$ cat config.mk
export PLATFORM = sky130hd
export DESIGN_NAME = store_unit
export DESIGN_NICKNAME = d
export VERILOG_FILES = /design/src/rtl/store_unit.sv
export SDC_FILE = /design/constraint.sdc
export NUM_CORES = 1
export LEC_CHECK = 0
export CELL_PAD_IN_SITES_DETAIL_PLACEMENT = 0
export CELL_PAD_IN_SITES_GLOBAL_PLACEMENT = 1
export CORE_MARGIN = 3
export CORE_UTILIZATION = 30
export DETAILED_ROUTE_END_ITERATION = 7
export HOLD_SLACK_MARGIN = 0.02
export PLACE_DENSITY_LB_ADDON = 0.1
export SYNTH_ARGS = -nofsm -noshare
export SYNTH_HDL_FRONTEND = slang
export SYNTH_SLANG_ARGS = --single-unit
$ cat constraint.sdc
create_clock -name clk -period 2.7 [get_ports clk]
set_input_delay 0.54 -clock clk [delete_from_list [all_inputs] [get_ports clk]]
set_output_delay 0.54 -clock clk [all_outputs]
set_load 0.02 [all_outputs]
$ cat src/rtl/store_unit.sv
// RV32I store path: turns sb/sh/sw into word-wide memory writes, using
// read-modify-write for sub-word stores since the memory has no byte enables.
module store_unit (
  input  logic        clk,
  input  logic        rst_n,
  input  logic        st_valid,
  input  logic [2:0]  dm_select,
  input  logic [31:0] addr,
  input  logic [31:0] store_data,
  output logic        st_ready,
  output logic        stall,
  output logic        st_done,
  output logic        misaligned,
  output logic        mem_req,
  output logic        mem_we,
  output logic [31:0] mem_addr,
  output logic [31:0] mem_wdata,
  input  logic [31:0] mem_rdata,
  input  logic        mem_ack
);

  typedef enum logic [1:0] {IDLE, READ, WRITE} state_t;

  localparam logic [2:0] SEL_SB = 3'b000;
  localparam logic [2:0] SEL_SH = 3'b001;
  localparam logic [2:0] SEL_SW = 3'b010;

  state_t      state, state_nxt;
  logic [2:0]  sel_q;
  logic [31:0] addr_q;
  logic [31:0] wdata_q;
  logic [31:0] merged;
  logic        req_take;
  logic        req_bad;
  logic        req_ok;

  always_comb begin
    // NOTE: give every always_comb target a default first so no path infers a latch.
    req_bad = 1'b0;
    case (dm_select)
      SEL_SB:  req_bad = 1'b0;
      SEL_SH:  req_bad = addr[0];
      SEL_SW:  req_bad = |addr[1:0];
      default: req_bad = 1'b1;
    endcase
  end

  assign req_take = st_valid && st_ready;
  assign req_ok   = req_take && !req_bad;

  // State register.
  always_ff @(posedge clk or negedge rst_n) begin
    // NOTE: non-blocking assignments so every flop samples pre-edge values.
    if (!rst_n) state <= IDLE;
    else        state <= state_nxt;
  end

  // Next-state logic.
  always_comb begin
    state_nxt = state;
    case (state)
      IDLE:    if (req_ok) state_nxt = (dm_select == SEL_SW) ? WRITE : READ;
      READ:    if (mem_ack) state_nxt = WRITE;
      WRITE:   if (mem_ack) state_nxt = IDLE;
      default: state_nxt = IDLE;
    endcase
  end

  // Output logic; mem_req decodes the state so an async reset drops it at once.
  always_comb begin
    mem_req  = (state != IDLE);
    mem_we   = (state == WRITE);
    st_ready = (state == IDLE);
    stall    = (state != IDLE);
  end

  // The accepted store data sits in the write register; the read ack splices
  // its low byte/half into the fetched word at the addressed lane.
  always_comb begin
    merged = mem_rdata;
    case (sel_q)
      SEL_SB:  merged[{addr_q[1:0], 3'b000} +: 8]  = wdata_q[7:0];
      SEL_SH:  merged[{addr_q[1], 4'b0000} +: 16] = wdata_q[15:0];
      default: merged = mem_rdata;
    endcase
  end

  always_ff @(posedge clk or negedge rst_n) begin
    if (!rst_n) begin
      sel_q      <= SEL_SB;
      addr_q     <= '0;
      wdata_q    <= '0;
      st_done    <= 1'b0;
      misaligned <= 1'b0;
    end else begin
      st_done    <= (state == WRITE) && mem_ack;
      misaligned <= req_take && req_bad;
      if (req_ok) begin
        sel_q   <= dm_select;
        addr_q  <= addr;
        wdata_q <= store_data;
      end
      if (state == READ && mem_ack) wdata_q <= merged;
    end
  end

  assign mem_addr  = {addr_q[31:2], 2'b00};
  assign mem_wdata = wdata_q;

endmodule

==> impl_results.md, run 1 <==
- IO buf count: 170
- Slew HR: 0.367
- TritonCTS clock tree: done
- Max-slew violations: 0
- Endpoints failing hold: 0
- Mapped Cells: 436
- Delay-heaviest family, CP: buffers and inverters
- Final setup TNS: 0 ns
- Final period utilization: 0.813
- Post-synthesis mux area share: 0.0128
- Largest net degree at the start of global routing: 72
- Unrepaired setup endpoints after global routing: no
- Number of global-route vias before repair: 3814
- Tot GR Track Use: 0.183
- Post-cts hold buffer count: 0
- DP HPWL: 9.68 mm
- Core ar.: 12700 um2
- Post-synthesis simple-gate area fraction: 0.215
- Fmax: 455 MHz
- Longest Clk Path Bufs: 2
- Max-cap viol count: 0
- Buf/Inv on CP: 1
- Xor-xnor portion of the synthesized cell area: 0
- Post-synth EDFFs: 0
- PwrDens: 868 nW/um2
- R2R depth: 6
- Period minus WS final: 2.20 ns
- Synth-to-Final Area Change: 50.0%
- Clock sink count: 71
- Diode count: 0
- Crit-path slowest cell: clkdlybuf4s50_1
- Worst Path Max Fanout: 6
- Vias after detailed routing: 3647
- Post-synthesis compound-gate area fraction: 0.202
- DRC viols: 0
- Post-DRT Antenna Nets: 0
- Reg2Reg Setup Slack: 0.54 ns
- Placed cell area: 5570 um2
- Clock-pin slew of the registers on the worst-case setup and hold paths: 0.06 ns
- Setup-failing EPs final: 0
- Post-CTS setup buffer count: 0
- Yosys warning total: 0
- Synth Flop Type: dfrtp_1
- Mean Syn Cell Area: 8.99 um2
- P_leak: 2.54 nW
- Worst skew pair latency: 0.32 ns
- Worst-margin pin slew: 0.949 ns
- CP required: 2.16 ns
- Final Cell Area: 5880 um2
- Worst VDD drop: 0.299 mV
- Total grt overflow: 0
- Root buffer cell: clkbuf_16
- Reg2Reg Capture Point: mem_wdata[30]
- Crit-path cells: nor2b_1 -> clkdlybuf4s50_1
- FP Rows: 41
- Yosys reg bits: 71
- Adder-cell share of the synthesized area: 0.0160
- Run status: finished, final reports clean
- Die area: 14500 um2
- CP endpoint kind: primary output
- Layout cells sized above 1: 0.0659
- Chip width: 120 um
- Largest family of logic cells by synthesized area: simple AND/OR/NAND/NOR gates
- Worst setup SP type: flip-flop
- Crit path kind: reg2out
- Netlist cell types: 51
- DR iter-0 viols: 234
- Worst Skew: 0.00543 ns
- Die Y: 120 um
- DR WL/cell: 17.5 um
- Hold/Removal Path Class: in2async
- H-tree depth: 3
- Seq/Total Area, Yosys: 0.454
- Drt total wl: 13.1 mm
- First drt pass iteration count: 4
- # nets final: 680
- Post-Synthesis Cell Area: 3920 um2
- Critical R2R Launch: addr_q[0]
- Cts repair resizes: 0
- GPL Wtd Cong: 0.810
- Via density: 4.87
- Num CTS Buffers: 9
- Ys async rst share: 1.00
- First-pass GRT wire length: 20.7 mm
- IO Count: 173
- Initial antenna violation count: 0
- Starting Density: 0.309
- Hold_ws: 0.342 ns
- CP Data Arrival Time: 1.66 ns
- Crit path largest cell delay: 0.64 ns
-- metal layers --
metal	up-vias	GRT usage	part of all wire
met5	-	0	0
met4	0	0.0644	0.019
met3	15	0.0430	0.068
met2	132	0.279	0.44
met1	1731	0.254	0.47
li1	1769	-	-
-- cell type report --
class                      count  area [um2]
clock buffer                  12         236
clock inverter                 4        70.1
fill                        1269        6800
inverter                       4        15.0
multi-input combinational    304        1760
sequential                    71        1780
tap                          172         215
timing repair buffer         182        1800
-- state kept, by name, summed over array words and instances (netlist names) --
signal,cells
sel_q,3
state,2
misaligned,1
addr_q,32
mem_wdata,32
st_done,1
-- kinds of logic after synthesis --
group,count (synthesis)
AND/OR/NAND/NOR,184
flip-flops,71
multiplexers,5
AO/OA/AOI/OAI,108
buffers and inverters,62
adder cells (fa/ha/maj),5
other,1
-- worst reg2reg max path, delay by kind of cell, from the launching register on --
family                     cells  cell delay (ns)
adders and majority gates      1             0.42
AOI/OAI and AO/OA              2             0.50
and+or+nand+nor                2             0.51
DFF                            1             0.47
buffers and inverters          1             0.14
-- per-stage QoR --
step	utilization	power, mW	std cells	worst slack [ns]
6_report	0.464	5.10	749	0.504
5_1_grt	0.464	5.39	749	0.368
4_1_cts	0.464	5.16	749	0.478
3_5_place_dp	0.440	3.89	733	0.295
3_3_place_gp	0.440	3.86	733	0.379
2_1_floorplan	-	2.91	437	0.710
-- power by group --
part	switching [mW]	leakage [nW]	internal (mW)
clock	0.437	0.151	0.807
combinational	1.09	1.51	1.05
sequential	0.318	0.881	1.40
total	1.85	2.54	3.25
-- synthesized netlist by cell type, types with 8 or more instances --
master,instances,area share
a22oi_1,13,0.025
a21oi_1,20,0.026
buf_4,34,0.065
nand2b_1,8,0.013
buf_2,13,0.017
dfrtp_1,71,0.45
nand3_1,12,0.015
nand2_1,127,0.12
nor2b_1,10,0.016
a32oi_1,10,0.022
o2bb2ai_1,14,0.031
-- worst max path at each step --
stage / startpoint / to / cells past startpoint
finish: state[1] / mem_we / 2
floorplan: addr_q[1] / mem_wdata[30] / 7
global route: addr_q[0] / mem_wdata[29] / 6
CTS: state[1] / mem_we / 2
detailed placement: dm_select[0] / mem_wdata[19] / 6
global placement: dm_select[0] / mem_wdata[19] / 6
-- layout by cell type (no fill, tap or decap), drive strengths merged, types with 2 or more instances in the layout --
master and count:
clkdlybuf4s50 169, nand2 127, dfrtp 71, a21oi 20
o2bb2ai 14, a22oi 13, buf 13, nand3 12
clkbuf 12, nor2b 10, a32oi 10, nand2b 8
o21ai 8, nor2 8, o22ai 6, and2 6
a221oi 6, o21a 6, mux2i 5, ha 5
o211ai 4, a31oi 4, inv 4, a31o 3
a2111oi 3, o21bai 3, nor4b 3, and3b 2
nor3 2, conb 2, bufinv 2, clkinv 2
Note: power is estimated with default switching activity, not from simulation.
==> run 2, diff against run 1 <==
clock period = 2.27 ns   (was 2.7 ns; I/O delays follow)
==> run 2 against run 1 <==
Effect of this change: worst setup slack got worse by 0.36 ns; first-iteration DRC count increased by 5.6%; largest cell class unchanged; register-to-register slack got worse by 0.25 ns; via count increased by 2.3%; combinational power increased by 27%; total power increased by 18%; clock skew decreased by 0.00090 ns; sequential cell count unchanged; utilization increased by 0.94 points; cell area increased by 2.0%; clock power increased by 6%.
==> impl_results.md, run 2 (synthesis gave the netlist of run 1 again) <==
- Run status: finished, final reports clean
- Hold Startpoint: addr_q[9]
- Initial antenna violation count: 0
- Hold/Removal Path Class: reg2reg
- Worst Skew: 0.00453 ns
- Design Power: 6.01 mW
- Diode count: 0
- Crit-path slowest cell: clkdlybuf4s50_1
- First-pass GRT wire length: 21.2 mm
- Worst Path Max Fanout: 6
- Most frequent cells in the layout: 169 x clkdlybuf4s50_1, 127 x nand2_1, 71 x dfrtp_1
- Crit path from: state[1]
- Number of global-route vias before repair: 3792
- # nets final: 693
- Fmax: 470 MHz
- Delay-heaviest family, CP: buffers and inverters
- R2R depth: 4
- P_leak: 2.61 nW
- Die area: 14500 um2
- IO buf count: 170
- Core ar.: 12700 um2
- Clock sink count: 71
- Most common cell after layout, fill and taps aside: clkdlybuf4s50_1
- Synth-to-Final Area Change: 53.0%
- Pre-CTS WS: 0.0920 ns
- Crit path kind: reg2out
- Drt total wl: 13.5 mm
- Final period utilization: 0.937
- Tot GR Track Use: 0.187
- GPL Wtd Cong: 0.840
- Chip width: 120 um
- Final Cell Area: 5990 um2
- CP Data Arrival Time: 1.67 ns
- Period minus WS final: 2.13 ns
- Largest net degree at the start of global routing: 62
- DR iter-0 viols: 247
- FP Rows: 41
- DRC viols: 0
- Worst setup SP type: flip-flop
- PwrDens: 1000 nW/um2
- Vias after detailed routing: 3730
- Crit-path cells: nor2b_1 -> clkdlybuf4s50_1
- DR WL/cell: 17.7 um
- Via density: 4.90
- Hold Path Depth: 2
- Longest Clk Path Bufs: 2
- Post-CTS setup buffer count: 0
- Layout cells sized above 1: 0.0898
- TritonCTS clock tree: done
- Endpoints failing hold: 0
- Max-cap viol count: 0
- Final setup TNS: 0 ns
- Slew HR: 0.599
- Root buffer cell: clkbuf_16
- Critical R2R Launch: sel_q[2]
- Max-slew violations: 0
- DP HPWL: 9.98 mm
- CP required: 1.82 ns
- Crit path largest cell delay: 0.65 ns
- Worst-margin pin slew: 0.600 ns
- Unrepaired setup endpoints after global routing: no
- Post-DRT Antenna Nets: 0
- CP endpoint kind: primary output
- Worst skew pair latency: 0.33 ns
- Buf/Inv on CP: 1
- Starting Density: 0.309
- Clock-pin slew of the registers on the worst-case setup and hold paths: 0.06 ns
- Num CTS Buffers: 9
- Die Y: 120 um
- Post-placement cell count: 745
- Setup-failing EPs final: 0
- Crit path depth: 2
- H-tree depth: 3
- First drt pass iteration count: 5
- PnR worst setup slack: 0.144 ns
- IO Count: 173
- Final non-filler cell total: 762
- Worst VDD drop: 0.382 mV
- Placed cell area: 5710 um2
- Total grt overflow: 0
run 2: path summary, 6_finish.rpt:
| kind | endpoint | slack [ns] |
|---|---|---|
| max in group asynchronous | mem_wdata[0] | 1.18 |
| setup / recovery | mem_we | 0.14 |
| min in group asynchronous | mem_wdata[31] | 0.51 |
| hold reg to reg | addr_q[9] | 0.47 |
| hold / removal | addr_q[9] | 0.47 |
| setup reg to reg | mem_wdata[7] | 0.29 |
run 2: repair_timing:
item | in CTS | in global routing
hold endpoints to repair | 10 | 0
resized for setup | 0 | 0
hold buffers | 1 | 0
run 2: per-layer routing:
| metal | vias up | GRT usage | wire length, um |
|---|---|---|---|
| li1 | 1794 | - | - |
| met1 | 1770 | 0.267 | 6300 |
| met2 | 153 | 0.281 | 6000 |
| met3 | 13 | 0.0463 | 1020 |
| met4 | 0 | 0.0559 | 180 |
| met5 | - | 0 | 0 |
run 2: worst reg2reg max path, stage by stage, from the launching register on:
cell,delay (ns)
dfrtp_1,0.46
nor4b_1,0.54
nand2b_1,0.37
o21a_1,0.37
o2bb2ai_1,0.16
run 2: cell type report:
type / count / area [um2]
tap: 172 / 215
multi-input combinational: 304 / 1760
timing repair buffer: 195 / 1950
inverter: 4 / 15.0
fill: 1256 / 6680
sequential: 71 / 1780
clock buffer: 10 / 239
clock inverter: 6 / 36.3
run 2: power breakdown:
part	switching, mW	total (mW)	internal, mW
Clock	0.552	1.31	0.763
Combinational	1.39	2.72	1.33
Sequential	0.319	1.98	1.67
run 2: through the flow:
step	hold slack [ns]	util
final	0.470	0.473
after CTS	0.477	0.473
after global routing	0.497	0.473
after floorplan	0.158	-
after global placement	0.310	0.451
after detailed placement	0.312	0.451
==> variant, RTL diff (config.mk and constraints of run 1) <==
The 3 states of `state_t` get a one-hot encoding in 3 bits.
--- a/src/rtl/store_unit.sv
+++ b/src/rtl/store_unit.sv
@@ -19,7 +19,7 @@
   input  logic        mem_ack
 );
 
-  typedef enum logic [1:0] {IDLE, READ, WRITE} state_t;
+  typedef enum logic [2:0] {IDLE = 3'b001, READ = 3'b010, WRITE = 3'b100} state_t;
 
   localparam logic [2:0] SEL_SB = 3'b000;
   localparam logic [2:0] SEL_SH = 3'b001;
Formal check against the unedited RTL: same outputs for any inputs over 4 cycles, from zero or initial values and one cycle with rst_n low; so few cycles prove little.
==> variant against run 1 <==
  * Sequential cell count increased by 1
  * Critical path depth is the same
  * Area after synthesis up 6.7%
  * Cell count is 3.1% higher
  * Highest routed layer is now met5
  * Worst setup slack worse by 0.098 ns
  * Critical path type unchanged
  * Power down 11%
  * Design area increased by 3.6%
  * Largest power group unchanged
  * Wire length up 6.2%
==> variant: results (changes against run 1) <==
stage;metric;value;unit;change
outcome;status;finished clean;;
synthesis;post-synthesis mux area share;1.92;%;+0.64 points
global_route;Overall Global Routing Usage;18.1;%;-0.12 points
place;post-placement cell count;756;;+3.1%
critical_path;Arr. time, crit path;1.75;ns;+0.09 ns
finish;layout cells sized above 1;6.71;%;+0.13 points
synthesis;Synth Area in Adders;1.50;%;-0.10 points
place;RePlAce Congestion;0.810;;about the same
detailed_routing;Routed met2 length;6360;um;+9.8%
finish;final std cells w/o fill;772;;+3.1%
critical_path;worst-path fanout max;7;;+1
critical_path;Reg-to-Reg End;mem_wdata[21];;
detailed_routing;initial detailed-routing violation count;316;;+35%
power_and_ir_drop;internal power;2.95;mW;-9.4%
critical_path;crit path from;state[2];;
power_and_ir_drop;Comb. pwr;1.82;mW;-15%
global_route;grt met3 use;5.27;%;+0.96 points
critical_path;Reg2Reg Setup Slack;0.41;ns;-0.13 ns
detailed_routing;met3 WL post-DR;1160;um;+30%
sta;worst-case clock skew;0.00635;ns;+0.000914 ns
detailed_routing;drt wl/cell;18.0;um;+3.1%
finish;filler cell count;1318;;+3.9%
place;Area after DPL;0.00580;mm^2;+4.2%
detailed_routing;Top Metal Used;met5;;
critical_path;slowest CP cell;clkdlybuf4s50_1;;
global_route;GRT met2 Usage;28.5;%;+0.66 points
place;dpl hpwl;10300;um;+6.0%
global_route;met1 Track Usage GR;24.3;%;-1.1 points
detailed_routing;met1 wire length;6200;um;+0.71%
detailed_routing;vias after detailed routing;3876;;+6.3%
critical_path;R2R cell count;7;;+1
synthesis;post-synthesis async set-or-reset flop share;100;%;unchanged
power_and_ir_drop;Worst VDD drop;0.283;mV;-5.5%
global_route;global-route wire length before repair;21500;um;+3.9%
sta;worst slew pin tran;0.921;ns;-0.0283 ns
hold_path;worst min-delay path category;in2async;;
global_route;initial antenna violation count;1;;+1
global_route;pin count of the biggest net entering global routing;73;;+1.4%
power_and_ir_drop;Clk pwr share;25.4;%;+1.0 points
critical_path;Critical Path Max Stage Delay;0.68;ns;+0.04 ns
finish;Final nets;699;;+2.8%
synthesis;sequential area share after synthesis;43.1;%;-2.2 points
## variant: changes by cell type after synthesis, moves of 7 or more
cell / before / now
a22oi_1: 13 / 0
a32oi_1: 10 / 3
nand3_1: 12 / 3
o2bb2ai_1: 14 / 21
o21ai_0: 6 / 14
a2bb2oi_1: 0 / 10
## variant: how the worst min path moves through the flow
| stage | start | to | slack (ns) | cells past startpoint |
|---|---|---|---|---|
| after floorplan | rst_n | addr_q[0] | 0.24 | 0 |
| after global placement | addr_q[30] | addr_q[30] | 0.46 | 2 |
| after detailed placement | addr_q[30] | addr_q[30] | 0.46 | 2 |
| after CTS | rst_n | addr_q[23] | 0.38 | 1 |
| after global routing | rst_n | addr_q[23] | 0.42 | 1 |
| final | rst_n | addr_q[23] | 0.34 | 1 |
## variant: final cells by class
class	count	area, um^2	area share (%)
tap	176	220	3.62
clock inverter	3	42.5	0.699
clock buffer	13	240	3.95
inverter	8	30.0	0.493
sequential	72	1800	29.6
timing repair buffer	186	1820	29.9
multi-input combinational	314	1930	31.7
